[src/rtl/rld_pkg.sv]
// rld_pkg: shared states, helpers and widths for the run-length detector.
package rld_pkg;

    typedef enum logic [1:0] {
        IDLE = 2'b00,
        RUN  = 2'b01,
        SAT  = 2'b10
    } rld_state_t;

    localparam int DROP_CNT_W = 8;

    function automatic int max_run(input int cnt_w);
        return (1 << cnt_w) - 1;
    endfunction

endpackage

[src/rtl/rld_out_buf.sv]
// rld_out_buf: one-entry valid/ready report buffer with drop pulse.
// RLD_DROP_CNT_EN adds a saturating drop counter cleared on accept.
module rld_out_buf
    import rld_pkg::*;
#(
    parameter int CNT_W = 4
) (
    input  logic             clk,
    input  logic             rst,
    input  logic             push,
    input  logic [CNT_W-1:0] len,
    input  logic             sat,
    input  logic             len_ready,
    output logic [CNT_W-1:0] len_o,
    output logic             sat_o,
    output logic             len_valid,
    output logic             drop_o
`ifdef RLD_DROP_CNT_EN
    ,
    output logic [DROP_CNT_W-1:0] drop_cnt
`endif
);

    logic accept, drop, load;

    assign accept = len_valid && len_ready;
    assign drop   = push && len_valid && !len_ready;
    assign load   = push && !drop;

    always_ff @(posedge clk or negedge rst) begin
        if (!rst) begin
            len_o     <= '0;
            sat_o     <= 1'b0;
            len_valid <= 1'b0;
            drop_o    <= 1'b0;
        end else begin
            if (load) begin
                len_o <= len;
                sat_o <= sat;
            end
            len_valid <= load || (len_valid && !accept);
            drop_o    <= drop;
        end
    end

`ifdef RLD_DROP_CNT_EN
    // a drop needs !len_ready, so it never coincides with an accept
    always_ff @(posedge clk or negedge rst) begin
        if (!rst)
            drop_cnt <= '0;
        else
            drop_cnt <= accept ? '0 :
                        (drop && drop_cnt != '1) ? drop_cnt + 1'b1 : drop_cnt;
    end
`endif

endmodule

[src/rtl/run_length_detector.sv]
// run_length_detector: measures runs of 1s on b (qualified by b_en) and reports lengths.
// RLD_DROP_CNT_EN adds output drop_cnt.
module run_length_detector
    import rld_pkg::*;
#(
    parameter int CNT_W   = 4,
    parameter int MIN_RUN = 1
) (
    input  logic             clk,
    input  logic             rst,
    input  logic             b,
    input  logic             b_en,
    output logic [CNT_W-1:0] len_o,
    output logic             sat_o,
    output logic             len_valid,
    input  logic             len_ready,
    output logic             drop_o
`ifdef RLD_DROP_CNT_EN
    ,
    output logic [DROP_CNT_W-1:0] drop_cnt
`endif
);

    localparam logic [CNT_W-1:0] MAX = CNT_W'(max_run(CNT_W));
    localparam logic [CNT_W-1:0] MIN = CNT_W'(MIN_RUN);

    rld_state_t       state, state_n;
    logic [CNT_W-1:0] cnt, cnt_n, fin_len;
    logic             fin, fin_sat, push;

    always_ff @(posedge clk or negedge rst) begin
        if (!rst) begin
            state <= IDLE;
            cnt   <= '0;
        end else begin
            state <= state_n;
            cnt   <= cnt_n;
        end
    end

    always_comb begin
        state_n = state;
        cnt_n   = cnt;
        fin     = 1'b0;
        fin_len = cnt;
        fin_sat = 1'b0;
        if (b_en) begin
            unique case (state)
                IDLE: if (b) begin
                    cnt_n   = CNT_W'(1);
                    state_n = (MAX == CNT_W'(1)) ? SAT : RUN;
                end
                RUN: if (b) begin
                    cnt_n   = cnt + CNT_W'(1);
                    state_n = (cnt + CNT_W'(1) == MAX) ? SAT : RUN;
                end else begin
                    fin     = 1'b1;
                    cnt_n   = '0;
                    state_n = IDLE;
                end
                SAT: if (!b) begin
                    fin     = 1'b1;
                    fin_len = MAX;
                    fin_sat = 1'b1;
                    cnt_n   = '0;
                    state_n = IDLE;
                end
                default: begin
                    cnt_n   = '0;
                    state_n = IDLE;
                end
            endcase
        end
    end

    // runs shorter than MIN_RUN vanish without touching the buffer
    assign push = fin && (fin_len >= MIN);

    rld_out_buf #(.CNT_W(CNT_W)) u_buf (
        .clk       (clk),
        .rst       (rst),
        .push      (push),
        .len       (fin_len),
        .sat       (fin_sat),
        .len_ready (len_ready),
        .len_o     (len_o),
        .sat_o     (sat_o),
        .len_valid (len_valid),
        .drop_o    (drop_o)
`ifdef RLD_DROP_CNT_EN
        ,
        .drop_cnt  (drop_cnt)
`endif
    );

endmodule

[config.mk]
export PLATFORM = sky130hd
export DESIGN_NAME = run_length_detector
export DESIGN_NICKNAME = d
export VERILOG_FILES = /design/src/rtl/rld_pkg.sv /design/src/rtl/rld_out_buf.sv /design/src/rtl/run_length_detector.sv
export SDC_FILE = /design/constraint.sdc
export NUM_CORES = 1
export LEC_CHECK = 0
export BUFFER_PORTS_ARGS = -buffer_cell sky130_fd_sc_hd__buf_2
export CORE_MARGIN = 5
export CORE_UTILIZATION = 35
export CTS_BUF_LIST = sky130_fd_sc_hd__clkbuf_2 sky130_fd_sc_hd__clkbuf_4 sky130_fd_sc_hd__clkbuf_8
export DETAILED_ROUTE_END_ITERATION = 10
export GPL_TIMING_DRIVEN = 0
export SETUP_SLACK_MARGIN = 0.3
export SLEW_MARGIN = 20
export SYNTH_ARGS = -nofsm -noshare
export SYNTH_HDL_FRONTEND = slang
export SYNTH_SLANG_ARGS = --single-unit
[constraint.sdc]
create_clock -name clk -period 4.08 [get_ports clk]
set_clock_uncertainty 0.1 [all_clocks]
set_input_delay 0.612 -clock clk [delete_from_list [all_inputs] [get_ports clk]]
set_output_delay 0.612 -clock clk [all_outputs]
set_load 0.03 [all_outputs]
Word level (Yosys, flattened, before mapping)
Cells that the tools add are included.
{ "totals": {"register_bits": 13, "word_cells": 43, "out_inout_bits": 7} }
{ "classes": {"order_cmp": 1, "n_mux": 17, "n_reduce_logical": 13, "n_eq_ne": 5, "addsub": 1} }
{ "op_table": {"columns": ["op", "n"], "rows": [
  ["2-to-1 mux 4 bit", 6],
  ["one-hot mux 4 bit (3 select lines)", 1],
  ["2-to-1 mux 2 bit", 4],
  ["logical AND 1 bit", 6],
  ["one-hot mux 2 bit (3 select lines)", 1],
  ["2-to-1 mux 1 bit", 5],
  ["adder 4 x 1 -> 4 bit, second input constant", 1],
  ["== test 4 bit, second input constant", 1],
  ["greater-or-equal comparator 4 x 1 -> 1 bit, second input constant", 1],
  ["!= test 2 bit, second input constant", 2],
  ["logical NOT 1 bit", 3],
  ["AND reduction 3 bit", 1],
  ["== test 2 x 1 -> 1 bit, second input constant", 1],
  ["== test 2 bit, second input constant", 1],
  ["logical NOT 2 bit", 1],
  ["OR reduction 2 bit", 1],
  ["logical OR 1 bit", 1]
]} }

Depth between registers and ports, before layout
{ "depth": {"word_depth": 10, "mapped_depth": 6, "mapped_depth_nobuf": 5} }

Modules after synthesis
From an unflattened synthesis, not the netlist that was laid out.
{ "hier_totals": {"hier_cells": 63, "hier_area_um2": 740.7} }
{ "by_module_without_submodules": {"columns": ["module", "n_inst", "cells_per_inst", "area_each_um2", "seq_area_each_um2"], "rows": [
  ["run_length_detector", 1, 46, 454.2, 150.1],
  ["rld_out_buf", 1, 17, 286.5, 175.2]
]} }

Worst setup path after synthesis
No wires, ideal clock.
{ "synth_path": {"path_type": "register to register", "startpoint": "reg cnt[0]", "endpoint": "reg u_buf.len_o[0]", "setup_slack_ns": 2.418, "required_time_ns": 3.859, "setup_ns": 0.121, "synth_period_minus_slack_ns": 1.662, "n_path_buf": 1, "stages_incl_launch_ff": 5, "arrival_time_ns": 1.440, "path_cell_list": "dfrtp_1 buf_6 or4_4 o211a_1 o22a_1"} }
{ "synth_between": {"elab_chain_cells": 9} }
{ "synth_lines": {"columns": ["item", "line_no", "source"], "rows": [
  ["from (decl)", "run_length_detector.sv:28", "logic [CNT_W-1:0] cnt, cnt_n, fin_len;"],
  ["from (signal assigned)", "run_length_detector.sv:37", "cnt <= cnt_n;"],
  ["2-to-1 mux 4 bit", "run_length_detector.sv:61", "SAT: if (!b) begin"],
  ["2-to-1 mux 4 bit", "run_length_detector.sv:48", "unique case (state)"],
  ["2-to-1 mux 4 bit *", "run_length_detector.sv:47", "if (b_en) begin"],
  ["greater-or-equal comparator 4 x 1 -> 1 bit", "run_length_detector.sv:77", "assign push = fin && (fin_len >= MIN);"],
  ["logical AND 1 bit", "run_length_detector.sv:77", null],
  ["logical AND 1 bit (2 in series)", "rld_out_buf.sv:27", "assign drop = push && len_valid && !len_ready;"],
  ["logical NOT 1 bit", "rld_out_buf.sv:28", "assign load = push && !drop;"],
  ["logical AND 1 bit", "rld_out_buf.sv:28", null],
  ["to (signal assigned)", "rld_out_buf.sv:38", "len_o <= len;"],
  ["to (decl)", "rld_out_buf.sv:14", "output logic [CNT_W-1:0] len_o,"]
]} }
Mark *: on every way between the ends. The rest lies on a longest branch, timed or not.
A chain may end at the register's enable or synchronous reset.

Worst setup path after layout
{ "layout_path": {"startpoint": "reg state[0]", "endpoint": "reg state[1]"} }
{ "layout_between": {"elab_chain_cells": 3} }
{ "layout_lines": {"columns": ["item", "line_no", "source"], "rows": [
  ["from (decl)", "run_length_detector.sv:27", "rld_state_t state, state_n;"],
  ["from (signal assigned)", "run_length_detector.sv:36", "state <= state_n;"],
  ["== test 2 bit / logical NOT 2 bit (equally long branches)", "run_length_detector.sv:48", null],
  ["!= test 2 bit (no line)", null, null],
  ["AND reduction 3 bit (no line)", null, null]
]} }
Several ways; a longest one is shown, not always the timed one.

==> summary.txt <==
Power and ir drop
  – Net Switching: 0.2007 mW
  – Switch share: 39.82%
  – Pwr per Cell Area: 598.5 mW/mm^2
  – P_leak: 0.4019 nW
  – Clock Power Share: 16.7%
  – Flop pwr share: 39.8%
  – VDD IR max: 301.8 uV
  – Comb power frac: 43.5%
  – P_int: 0.3033 mW

Yosys
  – Synth Cell Area: 723.2 um^2
  – Synth Area per Inst: 11.13 um^2
  – Mux contribution to synthesized area: 1.384%
  – Synth Area in Compound Gates: 23.18%
  – Area share of xor/xnor cells in the synthesized design: 1.211%
  – Adder-Cell Fraction of Synth Area: 8.651%
  – Syn Nets: 75
  – Cells after Synth: 65
  – Sequential cell area fraction in the yosys report: 44.98%
  – Main combinational cell family by area after synthesis: compound AO/OA/AOI/OAI gates
  – Simple-Gate Fraction of Synth Area: 16.96%
  – Synth Register Bits: 13
  – Yosys warns: 0
  – Distinct cell type count after synthesis: 30

Die
  – Die Span X: 55.46 um
  – Initial Util: 36.86%
  – Cell row count: 16
  – Io pins: 12
  – Die ar.: 0.003075 mm^2
  – Die Y-Extent: 55.46 um
  – Core area: 0.001962 mm^2

Global routing
  – GRT Util Overall: 8.862%
  – Initial antenna violation count: 0
  – Vias in the first global route: 503
  – Global-route wire length before repair: 2208 um
  – Gr ovfl total: 0
  – Pin count of the biggest net entering global routing: 14

Placed design
  – Final GP Congestion: 0.7481
  – Placement Cell Area: 812.0 um^2
  – Dpl hpwl: 1002 um
  – Pre-CTS setup slack: 2.254 ns
  – Placed cell count: 103
  – Number of I/O port buffers: 11

Setup path
  – Required @ worst endpoint: 4.19 ns
  – FF-to-FF End: state[1]
  – Worst setup path start: state[0]
  – Reg2reg setup slack: 2.23 ns
  – R2R Path Start: state[0]
  – WS Path Type: reg -> reg
  – Stages on worst setup path: 5
  – Worst r2r path cells: 5
  – CP max FO: 8
  – Crit-path max cell delay: 0.50 ns
  – Slowest-stage cell, CP: a2111oi_0
  – Delay-heaviest family, CP: compound AO/OA/AOI/OAI gates
  – Crit path capture: state[1]
  – WP data arrival: 1.96 ns
  – Crit end category: flip-flop
  – Critical path launch point type: flip-flop
  – Crit-path cells: inv_1, ha_1, nand4b_1, a2111oi_0, a211o_1
  – Crit path buffers/inverters: 1

Final layout
  – Core Util, Final: 42.92%
  – Ant diodes: 0
  – # fillers: 208
  – Most frequent cells in the layout: dfrtp_1 (13), buf_2 (11), nand2_1 (5), o2bb2ai_1 (5), ha_1 (5)
  – Fin nets: 91
  – Post-Layout Cell Count: 107
  – Share of cells above drive strength 1: 25.00%
  – Most common cell after layout, fill and taps aside: dfrtp_1
  – Finished layout cell area: 842.1 um^2
  – Area Growth Syn to Fin: 16.44%

Clock network
  – Post-cts resize count: 0
  – Total CTS buffers: 3
  – Longest Clk Path Bufs: 2
  – Post-CTS setup buffer count: 0
  – TritonCTS Sinks: 13
  – CTS tree: built
  – Clock latency on the worst-skew pair: 0.27 ns
  – Root buf cell: clkbuf_4
  – H-tree lvl count: 1
  – Hold Buf Count CTS: 0
  – CTS clk-pin slew, worst paths: 0.08 ns

STA
  – RSZ-0062 raised after global routing: false
  – Fmax: 541.8 MHz
  – Rel. slew slack: 70.94%
  – Sum Neg Setup Slack: 0 ns
  – Worst Max-Slew Pin Slew: 0.4250 ns
  – Final Max Tran Viols: 0
  – Final Worst Setup Slack: 2.234 ns
  – Final period utilization: 45.24%
  – Final-report hold violation count: 0
  – Tmin final: 1.846 ns
  – Final Setup Violations: 0

Routing
  – Post-route DRC violation count: 0
  – Routed WL: 1301 um
  – Vias per cell: 5.187
  – Vias after detailed routing: 555
  – DRT iter0 DRCs: 6
  – Routed Antenna Nets: 0
  – Routed length per placed instance: 12.16 um
  – Pre-antenna DRT Iters: 2

Worst hold path
  – Hold Path Class: in -> async

Run
  – Number of max-cap violations: 0

Run status
  – Status: complete, no violations
[stage by stage]
stage          hold WS (ns)  total power, mW
3_5_place_dp         0.3686           0.4248
3_3_place_gp         0.3737           0.4221
5_1_grt              0.1246           0.5433
6_report             0.1100           0.5040
2_1_floorplan        0.2164           0.3659
4_1_cts              0.1129           0.5107
[power by group through the flow]
| stage | logic, mW | clock network (mW) | registers (mW) |
|---|---|---|---|
| 3_3_place_gp | 0.219 | 0 | 0.203 |
| 3_5_place_dp | 0.221 | 0 | 0.204 |
| 4_1_cts | 0.222 | 0.0877 | 0.201 |
| 6_report | 0.219 | 0.0840 | 0.201 |
| 5_1_grt | 0.242 | 0.0940 | 0.208 |
| 2_1_floorplan | 0.123 | 0 | 0.243 |
[registers in the layout (all words and copies together) (netlist names)]
| register | cells |
|---|---|
| u_buf.len_valid | 1 |
| u_buf.drop_o | 1 |
| u_buf.sat_o | 1 |
| u_buf.len_o | 4 |
| cnt | 4 |
| state | 2 |
[synthesized netlist by cell type, drive strengths merged]
library cell / count / area, um^2
nand3: 2 / 10.01
a2111oi: 1 / 8.760
a221o: 1 / 10.01
inv: 3 / 11.26
o211ai: 1 / 7.510
nor3: 1 / 5.000
a21bo: 1 / 10.01
nor2: 3 / 11.26
o211a: 1 / 10.01
o21ba: 1 / 10.01
o22a: 3 / 26.28
ha: 5 / 62.56
nand3b: 2 / 15.01
clkbuf: 1 / 3.750
mux2i: 1 / 10.01
o21ai: 1 / 5.000
and3b: 2 / 17.52
o2bb2ai: 5 / 43.79
dfrtp: 13 / 325.3
nand2: 5 / 18.77
buf: 1 / 11.26
o311ai: 1 / 8.760
nand4: 1 / 6.260
and3: 1 / 6.260
a211o: 3 / 27.53
nand4b: 1 / 8.760
nand2b: 2 / 12.51
or4: 1 / 11.26
xor2: 1 / 8.760
[logic make-up (layout without fill, tap and decap cells)]
group / after synthesis / after routing
flip-flops: 13 / 13
XOR/XNOR: 1 / 1
multiplexers: 1 / 1
AO/OA/AOI/OAI: 19 / 19
AND/OR/NAND/NOR: 21 / 21
buffers and inverters: 5 / 20
adder cells (fa/ha/maj): 5 / 5
[final cells by class]
cell class	instances	area, um^2	share of cell area [%]
sequential	13	325.3	38.63
tap	27	33.78	4.012
buffer	2	15.01	1.783
clock buffer	4	30.03	3.566
inverter	3	11.26	1.337
multi-input combinational	47	371.6	44.13
timing repair buffer	11	55.05	6.538
[metal layers]
layer  global-route usage [%]  part of all wire [%]  wire length, um
met1                    11.00                    48              621
met2                    13.68                    46              594
met5                        0                     0                0
met4                    1.042                     0                0
met3                    5.128                   6.5               85
[worst min-delay path by stage]
stage	end	slack (ns)	from	depth (start not counted)
finish	u_buf.sat_o	0.11	rst	1
global route	u_buf.sat_o	0.12	rst	1
CTS	u_buf.sat_o	0.11	rst	1
detailed placement	u_buf.sat_o	0.37	u_buf.sat_o	1
global placement	u_buf.len_o[0]	0.37	u_buf.len_o[0]	1
floorplan	cnt[0]	0.22	rst	0
No activity file was read; power rests on OpenSTA's default activity.
